--- config.mk ---
export PLATFORM = sky130hd
export DESIGN_NAME = shared_vc_input_buffer
export DESIGN_NICKNAME = d
export VERILOG_FILES = /design/src/rtl/shared_vc_input_buffer_pkg.sv /design/src/rtl/shared_vc_input_buffer_slot_free_list.sv /design/src/rtl/shared_vc_input_buffer.sv
export SDC_FILE = /design/constraint.sdc
export NUM_CORES = 1
export LEC_CHECK = 0
export ABC_AREA = 1
export CAP_MARGIN = 20
export CELL_PAD_IN_SITES_DETAIL_PLACEMENT = 1
export CELL_PAD_IN_SITES_GLOBAL_PLACEMENT = 1
export CORE_ASPECT_RATIO = 0.75
export CORE_MARGIN = 2
export CORE_UTILIZATION = 30
export CTS_BUF_LIST = sky130_fd_sc_hd__clkbuf_2 sky130_fd_sc_hd__clkbuf_4 sky130_fd_sc_hd__clkbuf_8
export DETAILED_ROUTE_END_ITERATION = 8
export GPL_TIMING_DRIVEN = 0
export PLACE_DENSITY = 0.54
export SYNTH_ARGS = -nofsm -noshare
export SYNTH_HDL_FRONTEND = slang
export SYNTH_SLANG_ARGS = --single-unit
--- constraint.sdc ---
create_clock -name clk -period 7.26 [get_ports clk]
set_input_delay 1.815 -clock clk [delete_from_list [all_inputs] [get_ports clk]]
set_output_delay 1.815 -clock clk [all_outputs]
set_load 0.005 [all_outputs]
--- src/rtl/shared_vc_input_buffer_pkg.sv ---
// ----------------------------------------------------------------------------
// shared_vc_input_buffer_pkg
// Router-wide NoC parameters and types shared by the input-port flit buffer:
// flit format, VC count, and the default size of the shared slot pool.
// ----------------------------------------------------------------------------
package shared_vc_input_buffer_pkg;

   localparam int VC_NUM            = 2;
   localparam int VC_SIZE           = (VC_NUM > 1) ? $clog2(VC_NUM) : 1;
   localparam int DATA_W            = 16;
   localparam int POOL_SIZE_DEFAULT = 16;

   typedef logic [$clog2(POOL_SIZE_DEFAULT)-1:0] slot_idx_t;

   typedef struct packed {
      logic [VC_SIZE-1:0] vc_id;
      logic [DATA_W-1:0]  data;
   } flit_t;

endpackage

--- src/rtl/shared_vc_input_buffer_slot_free_list.sv ---
// ----------------------------------------------------------------------------
// slot_free_list
// Circular FIFO of free slot indices for the shared flit pool. On reset it
// holds every index 0..POOL_SIZE-1 in order. One allocation (pop) and one
// release (push) may happen in the same cycle. A pushed index only becomes
// poppable once it has worked its way to the head, so a slot released this
// cycle is never handed out in the same cycle.
// Ports:
//   clk, rst     clock and synchronous active-high reset
//   i_pop        take the index at o_idx this cycle
//   o_idx        index at the head of the free list
//   i_push       return i_push_idx to the free list
//   i_push_idx   slot index being released
//   o_count      number of free slots
// ----------------------------------------------------------------------------
module slot_free_list #(
   parameter int POOL_SIZE = 16
) (
   input  logic                           clk,
   input  logic                           rst,
   input  logic                           i_pop,
   output logic [$clog2(POOL_SIZE)-1:0]   o_idx,
   input  logic                           i_push,
   input  logic [$clog2(POOL_SIZE)-1:0]   i_push_idx,
   output logic [$clog2(POOL_SIZE+1)-1:0] o_count
);

   localparam int IDX_W = $clog2(POOL_SIZE);
   localparam int CNT_W = $clog2(POOL_SIZE+1);

   logic [IDX_W-1:0] r_mem [POOL_SIZE];
   logic [IDX_W-1:0] r_rd_ptr;
   logic [IDX_W-1:0] r_wr_ptr;
   logic [CNT_W-1:0] r_count;

   // Explicit wrap so POOL_SIZE need not be a power of two.
   function automatic logic [IDX_W-1:0] ptr_inc(input logic [IDX_W-1:0] p);
      return (p == IDX_W'(POOL_SIZE-1)) ? '0 : p + 1'b1;
   endfunction

   always_ff @(posedge clk) begin
      if (rst) begin
         for (int i = 0; i < POOL_SIZE; i++) begin
            r_mem[i] <= IDX_W'(i);
         end
         r_rd_ptr <= '0;
         r_wr_ptr <= '0;
         r_count  <= CNT_W'(POOL_SIZE);
      end else begin
         if (i_push) begin
            r_mem[r_wr_ptr] <= i_push_idx;
            r_wr_ptr        <= ptr_inc(r_wr_ptr);
         end
         if (i_pop) begin
            r_rd_ptr <= ptr_inc(r_rd_ptr);
         end
         r_count <= r_count + CNT_W'(i_push) - CNT_W'(i_pop);
      end
   end

   assign o_idx   = r_mem[r_rd_ptr];
   assign o_count = r_count;

endmodule

--- src/rtl/shared_vc_input_buffer.sv ---
// ----------------------------------------------------------------------------
// shared_vc_input_buffer
// Per-input-port flit store built on one shared pool of POOL_SIZE slots.
// Every VC owns RESERVED guaranteed slots; the rest are shared first-come.
// Per-VC order is kept with a linked list (next-pointer RAM, head/tail/count
// per VC). on_off_o tells upstream whether another flit for that VC would be
// accepted, keeping OFF_THRESHOLD shared slots in hand for the link round trip.
// Ports:
//   clk, rst        clock and synchronous active-high reset
//   data_i          incoming flit, target VC in data_i.vc_id
//   valid_flit_i    data_i valid this cycle
//   rd_valid_i      pop head flit of VC rd_vc_i
//   rd_vc_i         VC presented on flit_o / popped
//   flit_o          head flit of rd_vc_i (undefined when that VC is empty)
//   is_empty_o      per-VC empty
//   on_off_o        registered per-VC accept permission to upstream
//   error_o         sticky per-VC protocol error (refused write / empty read)
// Optional (macro SHARED_BUF_STATS_EN):
//   occupancy_o     per-VC flit count
//   peak_shared_o   highest shared-slot usage since reset
// ----------------------------------------------------------------------------
module shared_vc_input_buffer
   import shared_vc_input_buffer_pkg::*;
#(
   parameter int POOL_SIZE     = POOL_SIZE_DEFAULT,
   parameter int RESERVED      = 2,
   parameter int OFF_THRESHOLD = 3
) (
   input  logic                clk,
   input  logic                rst,
   input  flit_t               data_i,
   input  logic                valid_flit_i,
   input  logic                rd_valid_i,
   input  logic [VC_SIZE-1:0]  rd_vc_i,
   output flit_t               flit_o,
   output logic [VC_NUM-1:0]   is_empty_o,
   output logic [VC_NUM-1:0]   on_off_o,
   output logic [VC_NUM-1:0]   error_o
`ifdef SHARED_BUF_STATS_EN
   ,
   output logic [VC_NUM-1:0][$clog2(POOL_SIZE+1)-1:0] occupancy_o,
   output logic [$clog2(POOL_SIZE+1)-1:0]             peak_shared_o
`endif
);

   localparam int IDX_W        = $clog2(POOL_SIZE);
   localparam int CNT_W        = $clog2(POOL_SIZE+1);
   localparam int SHARED_TOTAL = POOL_SIZE - VC_NUM*RESERVED;

   typedef logic [VC_NUM-1:0][CNT_W-1:0] cnt_vec_t;

   flit_t            r_flit_ram [POOL_SIZE];
   logic [IDX_W-1:0] r_next_ram [POOL_SIZE];
   logic [IDX_W-1:0] r_head     [VC_NUM];
   logic [IDX_W-1:0] r_tail     [VC_NUM];
   cnt_vec_t         r_count;
   logic [VC_NUM-1:0] r_on_off;
   logic [VC_NUM-1:0] r_error;

   logic [IDX_W-1:0]   w_alloc_idx;
   logic [CNT_W-1:0]   w_free_count;
   logic [VC_SIZE-1:0] w_wr_vc;
   logic               w_wr_room;
   logic               w_wr_ok;
   logic               w_wr_err;
   logic               w_rd_ok;
   logic               w_rd_err;
   logic [IDX_W-1:0]   w_rd_idx;
   logic [VC_NUM-1:0]  w_wr_hit;
   logic [VC_NUM-1:0]  w_rd_hit;
   logic [VC_NUM-1:0]  w_err_vec;
   cnt_vec_t           w_count_next;
   logic [CNT_W-1:0]   w_shared_free;
   logic [CNT_W-1:0]   w_shared_used_next;
   logic [CNT_W-1:0]   w_shared_free_next;

   // Shared slots in use: whatever each VC holds beyond its reservation.
   function automatic logic [CNT_W-1:0] shared_used_of(input cnt_vec_t cnt);
      logic [CNT_W-1:0] acc;
      acc = '0;
      for (int v = 0; v < VC_NUM; v++) begin
         if (cnt[v] > CNT_W'(RESERVED)) begin
            acc = acc + (cnt[v] - CNT_W'(RESERVED));
         end
      end
      return acc;
   endfunction

   slot_free_list #(.POOL_SIZE(POOL_SIZE)) u_free_list (
      .clk        (clk),
      .rst        (rst),
      .i_pop      (w_wr_ok),
      .o_idx      (w_alloc_idx),
      .i_push     (w_rd_ok),
      .i_push_idx (w_rd_idx),
      .o_count    (w_free_count)
   );

   always_comb begin
      w_wr_vc       = data_i.vc_id;
      w_shared_free = CNT_W'(SHARED_TOTAL) - shared_used_of(r_count);
      w_wr_room     = (r_count[w_wr_vc] < CNT_W'(RESERVED)) || (w_shared_free != '0);
      w_wr_ok       = valid_flit_i && w_wr_room;
      w_wr_err      = valid_flit_i && !w_wr_room;
      w_rd_ok       = rd_valid_i && (r_count[rd_vc_i] != '0);
      w_rd_err      = rd_valid_i && (r_count[rd_vc_i] == '0);
      w_rd_idx      = r_head[rd_vc_i];
      for (int v = 0; v < VC_NUM; v++) begin
         w_wr_hit[v]     = w_wr_ok && (w_wr_vc == VC_SIZE'(v));
         w_rd_hit[v]     = w_rd_ok && (rd_vc_i == VC_SIZE'(v));
         w_err_vec[v]    = (w_wr_err && (w_wr_vc == VC_SIZE'(v))) ||
                           (w_rd_err && (rd_vc_i == VC_SIZE'(v)));
         w_count_next[v] = r_count[v] + CNT_W'(w_wr_hit[v]) - CNT_W'(w_rd_hit[v]);
      end
      w_shared_used_next = shared_used_of(w_count_next);
      w_shared_free_next = CNT_W'(SHARED_TOTAL) - w_shared_used_next;
   end

   always_ff @(posedge clk) begin
      if (rst) begin
         for (int v = 0; v < VC_NUM; v++) begin
            r_head[v] <= '0;
            r_tail[v] <= '0;
         end
         r_count  <= '0;
         r_on_off <= '1;
         r_error  <= '0;
      end else begin
         r_count <= w_count_next;
         for (int v = 0; v < VC_NUM; v++) begin
            r_on_off[v] <= (w_count_next[v] < CNT_W'(RESERVED)) ||
                           (w_shared_free_next >= CNT_W'(OFF_THRESHOLD));
         end
         if (w_wr_ok) begin
            r_tail[w_wr_vc] <= w_alloc_idx;
            if (r_count[w_wr_vc] == '0) begin
               r_head[w_wr_vc] <= w_alloc_idx;
            end
         end
         if (w_rd_ok) begin
            // Popping the only flit while a new one arrives: the link from the
            // old tail is written this same edge, so take the new slot directly.
            if (w_wr_ok && (w_wr_vc == rd_vc_i) && (r_count[rd_vc_i] == CNT_W'(1))) begin
               r_head[rd_vc_i] <= w_alloc_idx;
            end else begin
               r_head[rd_vc_i] <= r_next_ram[w_rd_idx];
            end
         end
         r_error <= r_error | w_err_vec;
      end
   end

   // Storage arrays carry no reset; validity is tracked by the per-VC counts.
   always_ff @(posedge clk) begin
      if (w_wr_ok) begin
         r_flit_ram[w_alloc_idx] <= data_i;
         if (r_count[w_wr_vc] != '0) begin
            r_next_ram[r_tail[w_wr_vc]] <= w_alloc_idx;
         end
      end
   end

   always_comb begin
      flit_o = r_flit_ram[r_head[rd_vc_i]];
      for (int v = 0; v < VC_NUM; v++) begin
         is_empty_o[v] = (r_count[v] == '0);
      end
   end

   assign on_off_o = r_on_off;
   assign error_o  = r_error;

`ifdef SHARED_BUF_STATS_EN
   // Width holds POOL_SIZE, above the largest possible shared usage, so the
   // peak can never wrap.
   logic [CNT_W-1:0] r_peak_shared;

   always_ff @(posedge clk) begin
      if (rst) begin
         r_peak_shared <= '0;
      end else if (w_shared_used_next > r_peak_shared) begin
         r_peak_shared <= w_shared_used_next;
      end
   end

   assign occupancy_o   = r_count;
   assign peak_shared_o = r_peak_shared;
`endif

`ifndef SYNTHESIS
   int w_count_sum;

   always_comb begin
      w_count_sum = 0;
      for (int v = 0; v < VC_NUM; v++) begin
         w_count_sum = w_count_sum + int'(r_count[v]);
      end
   end

   a_pool_conserved: assert property (@(posedge clk) disable iff (rst)
      (int'(w_free_count) + w_count_sum) == POOL_SIZE);
`endif

endmodule
# After elaboration in Yosys (flattened, before gate mapping)

Memories as Yosys holds them, arrays and structs flattened. A register that Yosys moved wholly into a read port is not among the register bits.
Index checks and enable logic that the tools add are counted.

Input port bits: 22
Memory bits (writable): 416
Register bits after elaboration: 22
Word-level logic and storage cells: 123
Output and inout port bits: 23
Memories kept: 5

Reduce and logical (&&, ||, !) cells: 31
Bitwise gates (word level): 4
Equal/unequal tests: 4
Mux-type cells: 49
Order comparisons: 10
Add/subtract/negate cells: 14

Memory list:

| name              | words | bits a word | read ports | clocked after Yosys merged registers in | write ports | line                                        | source |
|---|---|---|---|---|---|---|---|
| r_flit_ram        | 16    | 17          | 1          | 0                                       | 1           | shared_vc_input_buffer.sv:52                | `flit_t r_flit_ram [POOL_SIZE];` |
| r_next_ram        | 16    | 4           | 1          | 0                                       | 1           | shared_vc_input_buffer.sv:53                | `logic [IDX_W-1:0] r_next_ram [POOL_SIZE];` |
| u_free_list.r_mem | 16    | 4           | 1          | 1                                       | 16          | shared_vc_input_buffer_slot_free_list.sv:31 | `logic [IDX_W-1:0] r_mem [POOL_SIZE];` |
| r_head            | 2     | 4           | 1          | 0                                       | 2           | shared_vc_input_buffer.sv:54                | `logic [IDX_W-1:0] r_head [VC_NUM];` |
| r_tail            | 2     | 4           | 1          | 0                                       | 2           | shared_vc_input_buffer.sv:55                | `logic [IDX_W-1:0] r_tail [VC_NUM];` |

Operators with widths:

| operator            | number |
|---|---|
| $mux 4              | 10 |
| $mux 5              | 8 |
| $mux 1              | 31 |
| $gt 5x2->1 const B  | 4 |
| $logic_not 5->1     | 4 |
| $sub 5x2->5 const B | 4 |
| $reduce_or 4->1     | 4 |
| $lt 5x2->1 const B  | 3 |
| $reduce_bool 5->1   | 3 |
| $logic_and 1x1->1   | 14 |
| $add 5x1->5         | 2 |
| $add 5x5->5         | 2 |
| $sub 4x5->5 const A | 2 |
| $sub 5x1->5         | 2 |
| $add 4x1->4 const B | 2 |
| $eq 4x4->1 const B  | 2 |
| $eq 5x1->1 const B  | 1 |
| $ge 5x2->1 const B  | 1 |
| $logic_or 1x1->1    | 5 |
| $lt 1x2->1 const B  | 2 |
| $not 1->1           | 2 |
| $or 2x2->2          | 1 |
| $eq 1x1->1          | 1 |
| $logic_not 1->1     | 1 |
| $or 1x1->1          | 1 |

# Longest topological paths before layout

Word-level depth: 18
Mapped depth: 51
Mapped depth without buffers: 51

# By module

A second synthesis with hierarchy kept.

Cells, all modules: 1926
Area total of the unflattened synthesis: 20419.6 um2

Modules (own cells, without submodules):

| module                 | instances | cells an instance | area each (um2) | seq. area each (um2) |
|---|---|---|---|---|
| shared_vc_input_buffer | 1         | 1440              | 16392.0         | 10850.4 |
| slot_free_list         | 1         | 486               | 4027.6          | 2262.2 |

# Least setup slack after synthesis

No wires, ideal clock.

Path kind: input to register
From: in data_i[16] in the netlist's numbering
To: reg r_on_off[0] (netlist: on_off_o[0])
Path slack: 1007 ps
Cell stages on the path: 37
Arrival time: 6124 ps
Buffers on the path: 1
Path through: buf_4 -> inv_4 -> nand4_1 -> o21ai_0 -> inv_1 -> o21ai_1 -> a21oi_1 -> nand2_2 -> nand2_4 -> nor2_4 -> inv_1 -> ha_1 -> inv_1 -> ha_1 -> fa_1 -> xnor2_1 -> inv_1 -> ha_1 -> nand2_1 -> nor2_1 -> nor2_2 -> nand2_1 -> ha_1 -> inv_1 -> ha_1 -> a21oi_1 -> nand3_1 -> nand2_1 -> inv_1 -> nand2_1 -> nand2_1 -> nor2_1 -> nand3_1 -> nand2_1 -> nand2_1 -> nor2_1 -> nand4_1

Cells in the longest elaborated chain, start to end: 15
Elaborated cells on any way between the ends: 23
Those cells by class: add/sub (8); order compare (5); mux (4); bitwise (1); reduce/logical (5)

RTL lines:

| item                                       | line                                                       | source |
|---|---|---|
| from (decl)                                | shared_vc_input_buffer.sv:31                               | `input flit_t data_i,` |
| $mux 5 (not written as such) (2 in series) | shared_vc_input_buffer.sv:102                              | `w_wr_room = (r_count[w_wr_vc] < CNT_W'(RESERVED)) \|\| (w_shared_free != '0);` |
| $lt 5x2->1                                 | shared_vc_input_buffer.sv:102                              |  |
| $logic_or 1x1->1                           | shared_vc_input_buffer.sv:102                              |  |
| $logic_and 1x1->1                          | shared_vc_input_buffer.sv:103                              | `w_wr_ok = valid_flit_i && w_wr_room;` |
| $logic_and 1x1->1                          | shared_vc_input_buffer.sv:109                              | `w_wr_hit[v] = w_wr_ok && (w_wr_vc == VC_SIZE'(v));` |
| $add 5x1->5                                | shared_vc_input_buffer.sv:113                              | `w_count_next[v] = r_count[v] + CNT_W'(w_wr_hit[v]) - CNT_W'(w_rd_hit[v]);` |
| $sub 5x1->5                                | shared_vc_input_buffer.sv:113                              |  |
| $sub 5x2->5 or $gt 5x2->1 (tied branches)  | shared_vc_input_buffer.sv:83, shared_vc_input_buffer.sv:82 |  |
| $mux 5                                     | shared_vc_input_buffer.sv:82                               | `if (cnt[v] > CNT_W'(RESERVED)) begin` |
| $add 5x5->5                                | shared_vc_input_buffer.sv:83                               | `acc = acc + (cnt[v] - CNT_W'(RESERVED));` |
| $mux 5                                     | shared_vc_input_buffer.sv:82                               |  |
| $sub 4x5->5                                | shared_vc_input_buffer.sv:116                              | `w_shared_free_next = CNT_W'(SHARED_TOTAL) - w_shared_used_next;` |
| $ge 5x2->1                                 | shared_vc_input_buffer.sv:132                              | `(w_shared_free_next >= CNT_W'(OFF_THRESHOLD));` |
| $logic_or 1x1->1 *                         | shared_vc_input_buffer.sv:131                              | `r_on_off[v] <= (w_count_next[v] < CNT_W'(RESERVED)) \|\|` |
| to (signal, indexed assignment)            | shared_vc_input_buffer.sv:131                              |  |
| to (decl)                                  | shared_vc_input_buffer.sv:57                               | `logic [VC_NUM-1:0] r_on_off;` |

Every way passes the cells marked *; elsewhere a longest branch is shown, timed or not. The select of a mux whose other input is x is not followed.
A chain may end at the register's enable or synchronous reset.

==> run_results.csv <==
group,metric,value,unit
route,ant_nets,0,
clock_network,cts-root-buf,"clkbuf_8",
timing,rsz0062_at_grt,"no",
power,finalPower,0.0102,W
clock_network,path_clk_slew,60,ps
logic_synthesis,synthAdderAreaFrac,0.0289,
logic_synthesis,ys_ff_latch,442,
clock_network,cts_buffer_depth,3,
logic_synthesis,muxShareOfSynthArea,0.00816,
critical_path,crit_slowest_cell,"clkbuf_1",
critical_path,endpoint,"flit_o[16]",
final_layout,stdcell_count,2769,
global_routing,grt_overflow_total,0,
floorplan,die_area,67500,um2
logic_synthesis,avgSynthCellArea,11.5,um2
critical_path,cp_cell_sequence,"clkdlybuf4s50_1, inv_2, nand2_1, nand2_2, buf_4, clkbuf_1, o21ai_0, o221ai_1, o211ai_1, nand2_1, clkdlybuf4s50_1",
logic_synthesis,synthTopCellsByArea,"edfxtp_1 (64%), nor2_1 (5.3%), o21ai_0 (4.5%)",
timing,clock.fmax,142,MHz
route,via_per_inst,5.10,
critical_path,crit_path_max_fanout,10,
power,power_density,444,nW/um2
route,drcViolationCount,0,
timing,tns,0,ps
global_routing,grt_pass1_wl,96.8,mm
global_routing,grt_pass1_vias,14800,
floorplan,start_util,0.302,
critical_path,cp.required,5450,ps
route,detailroute.via_count,14100,
final_layout,fin_nets,1908,
final_layout,final_util,0.352,
logic_synthesis,synthXorXnorAreaFrac,0.00402,
logic_synthesis,syn-cell-area,19600,um2
critical_path,timing.rr.end,"on_off_o[0]",
route,drtPass1Iterations,5,
placed_design,dp_cells,2635,
critical_path,cp.arrival,5240,ps
clock_network,clk-insertion-delay-late,680,ps
floorplan,fp.dieW,299,um
timing,timing.final.hold_violations,0,
critical_path,start_kind,"input port",
clock_network,cts_sinks,442,
power,peakVddDrop,0.000346,V
placed_design,globalplace.congestion,0.782,
logic_synthesis,syn-num-nets,1777,
global_routing,antenna_found_initial,4,
critical_path,r2r-start,"r_count[3]",
timing,timing.final.max_slew_violations,0,
logic_synthesis,synth_flop_cell,"edfxtp_1",
route,drt_iter0_drc,1131,
timing,finalCriticalPeriod,7060,ps
global_routing,track_usage,0.196,
floorplan,die_y,225,um
clock_network,cts-buffers-inserted,76,
floorplan,ios,45,
floorplan,std_cell_rows,81,
logic_synthesis,synthArstFlopShare,0,
placed_design,io_buffer_count,44,
logic_synthesis,synth_top_area_cell,"edfxtp_1",
route,detail_route.wl_per_cell,23.7,um
timing,worstMarginPinSlew,1100,ps
placed_design,hpwl,44.0,mm
floorplan,coreArea,65000,um2
final_layout,area_growth,16.6,%
final_layout,layout-drive-gt1-share,0.131,
clock_network,cts_tree,"built",
hold_path,hold_class,"reg -> reg",
global_routing,grt_max_degree,22,
timing,relSlewSlack,0.268,
clock_network,hold_buffers,0,
logic_synthesis,syn_inst,1712,
timing,setup_violations,0,
critical_path,crit_path_start,"rd_vc_i",
logic_synthesis,synth_edf_count,416,
logic_synthesis,synth-simple-area-share,0.130,
critical_path,critical-path-max-stage-delay,610,ps
critical_path,worstSetupEndpointType,"output pin",
logic_synthesis,yosysSeqAreaShare,0.663,
critical_path,reg2reg_depth,44,
logic_synthesis,yosysMostFrequentCell,"edfxtp_1",
critical_path,reg2reg_slack,660,ps
logic_synthesis,synth_top_family_by_area,"simple AND/OR/NAND/NOR gates",
timing,min_period_over_period,0.972,
clock_network,h-tree-depth,3,
route,wirelength,65.5,mm
timing,whs,514,ps
timing,skew,51.3,ps
power,leakagePower,7.93,nW
logic_synthesis,yosysTopAreaCellShare,0.637,
logic_synthesis,ys_top_cells_by_count,"edfxtp_1 (416), nor2_1 (277), nand2_1 (206)",
critical_path,critPathKind,"in -> out",
logic_synthesis,ys.warnings.count,0,
job,max_cap_viol_count,0,
run_status,outcome,"complete, no violations",
logic_synthesis,synth_compound_area_frac,0.115,
logic_synthesis,ys_types,44,
-- worst max-delay path, delay by kind of cell --
family	cells	cell delay [ps]
AO/OA/AOI/OAI	3	540
AND/OR/NAND/NOR	3	630
buffers and inverters	5	2230
-- cell type report --
class                           instances  area, um2
Antenna cell                            1       2.50
Buffer                                 89        508
Clock buffer                          103       1250
Clock inverter                         29        208
Fill cell                            7097      42100
Inverter                              129        494
Multi-Input combinational cell       1051       5730
Sequential cell                       442      13000
Tap cell                              871       1090
Timing Repair Buffer                   54        583
-- layout by cell type (no fill, tap or decap), types with 37 or more instances in the layout --
| cell type | instances |
|---|---|
| inv_1 | 120 |
| a21oi_1 | 37 |
| clkbuf_8 | 76 |
| o21ai_0 | 177 |
| clkdlybuf4s50_1 | 43 |
| nor2_1 | 258 |
| nand3_1 | 74 |
| o211ai_1 | 65 |
| edfxtp_1 | 416 |
| nand2_1 | 204 |
| ha_1 | 38 |
-- metrics by stage --
stage	instance area (um2)	setup WS, ps
after floorplan	19600	1010
after global placement	21200	-867
after detailed placement	21400	-936
after CTS	22800	22.9
after global routing	22900	15.6
final	22900	204
-- power breakdown --
group / total (W) / leakage, nW / internal (W) / switching [W]
logic: 0.00456 / 3.19 / 0.00148 / 0.00308
registers: 0.00335 / 3.97 / 0.00325 / 0.000106
clock network: 0.00226 / 0.773 / 0.00119 / 0.00106
total: 0.0102 / 7.93 / 0.00592 / 0.00425
-- worst min-delay path by stage --
stage | start | to | slack, ps | cells past startpoint
2_1_floorplan | u_free_list.r_rd_ptr[2] | flip-flop | 460 | 2
3_3_place_gp | u_free_list.r_wr_ptr[0] | u_free_list.r_wr_ptr[0] | 490 | 2
3_5_place_dp | u_free_list.r_rd_ptr[2] | u_free_list.r_rd_ptr[2] | 510 | 2
4_1_cts | u_free_list.r_rd_ptr[2] | u_free_list.r_rd_ptr[2] | 520 | 2
5_1_grt | u_free_list.r_rd_ptr[3] | flip-flop | 550 | 2
6_report | u_free_list.r_rd_ptr[2] | u_free_list.r_rd_ptr[2] | 510 | 2
-- flip-flops by register name (all words and copies together) (netlist names), named ones only --
name / flops
error_o: 2
on_off_o: 2
r_count: 10
r_flit_ram: 272
r_head: 8
r_next_ram: 64
r_tail: 8
u_free_list.r_mem: 64
u_free_list.r_rd_ptr: 4
u_free_list.r_wr_ptr: 4
-- routing by layer --
metal,wire [um],global-route usage,vias up,share of wire
met4,1300,0.0498,4,0.020
met3,3530,0.0392,101,0.054
met1,32500,0.290,7250,0.50
met5,30,0,-,0.00046
met2,28200,0.292,356,0.43
li1,-,-,6405,-
-- cell families (layout without fill, tap and decap cells) --
logic type	count (synthesis)	after routing
AOI/OAI and AO/OA	379	379
and+or+nand+nor	604	604
muxes	16	16
xor gates and xnor gates	9	9
other	0	1
DFF	442	442
buffers and inverters	219	404
adders and majority gates	43	43
-- timing repair --
item                       CTS  global route
setup buffers                0             2
pin swaps                    0             3
setup endpoints to repair    2             4
resized for setup            1            20
Power figures use the tool's default switching activity.
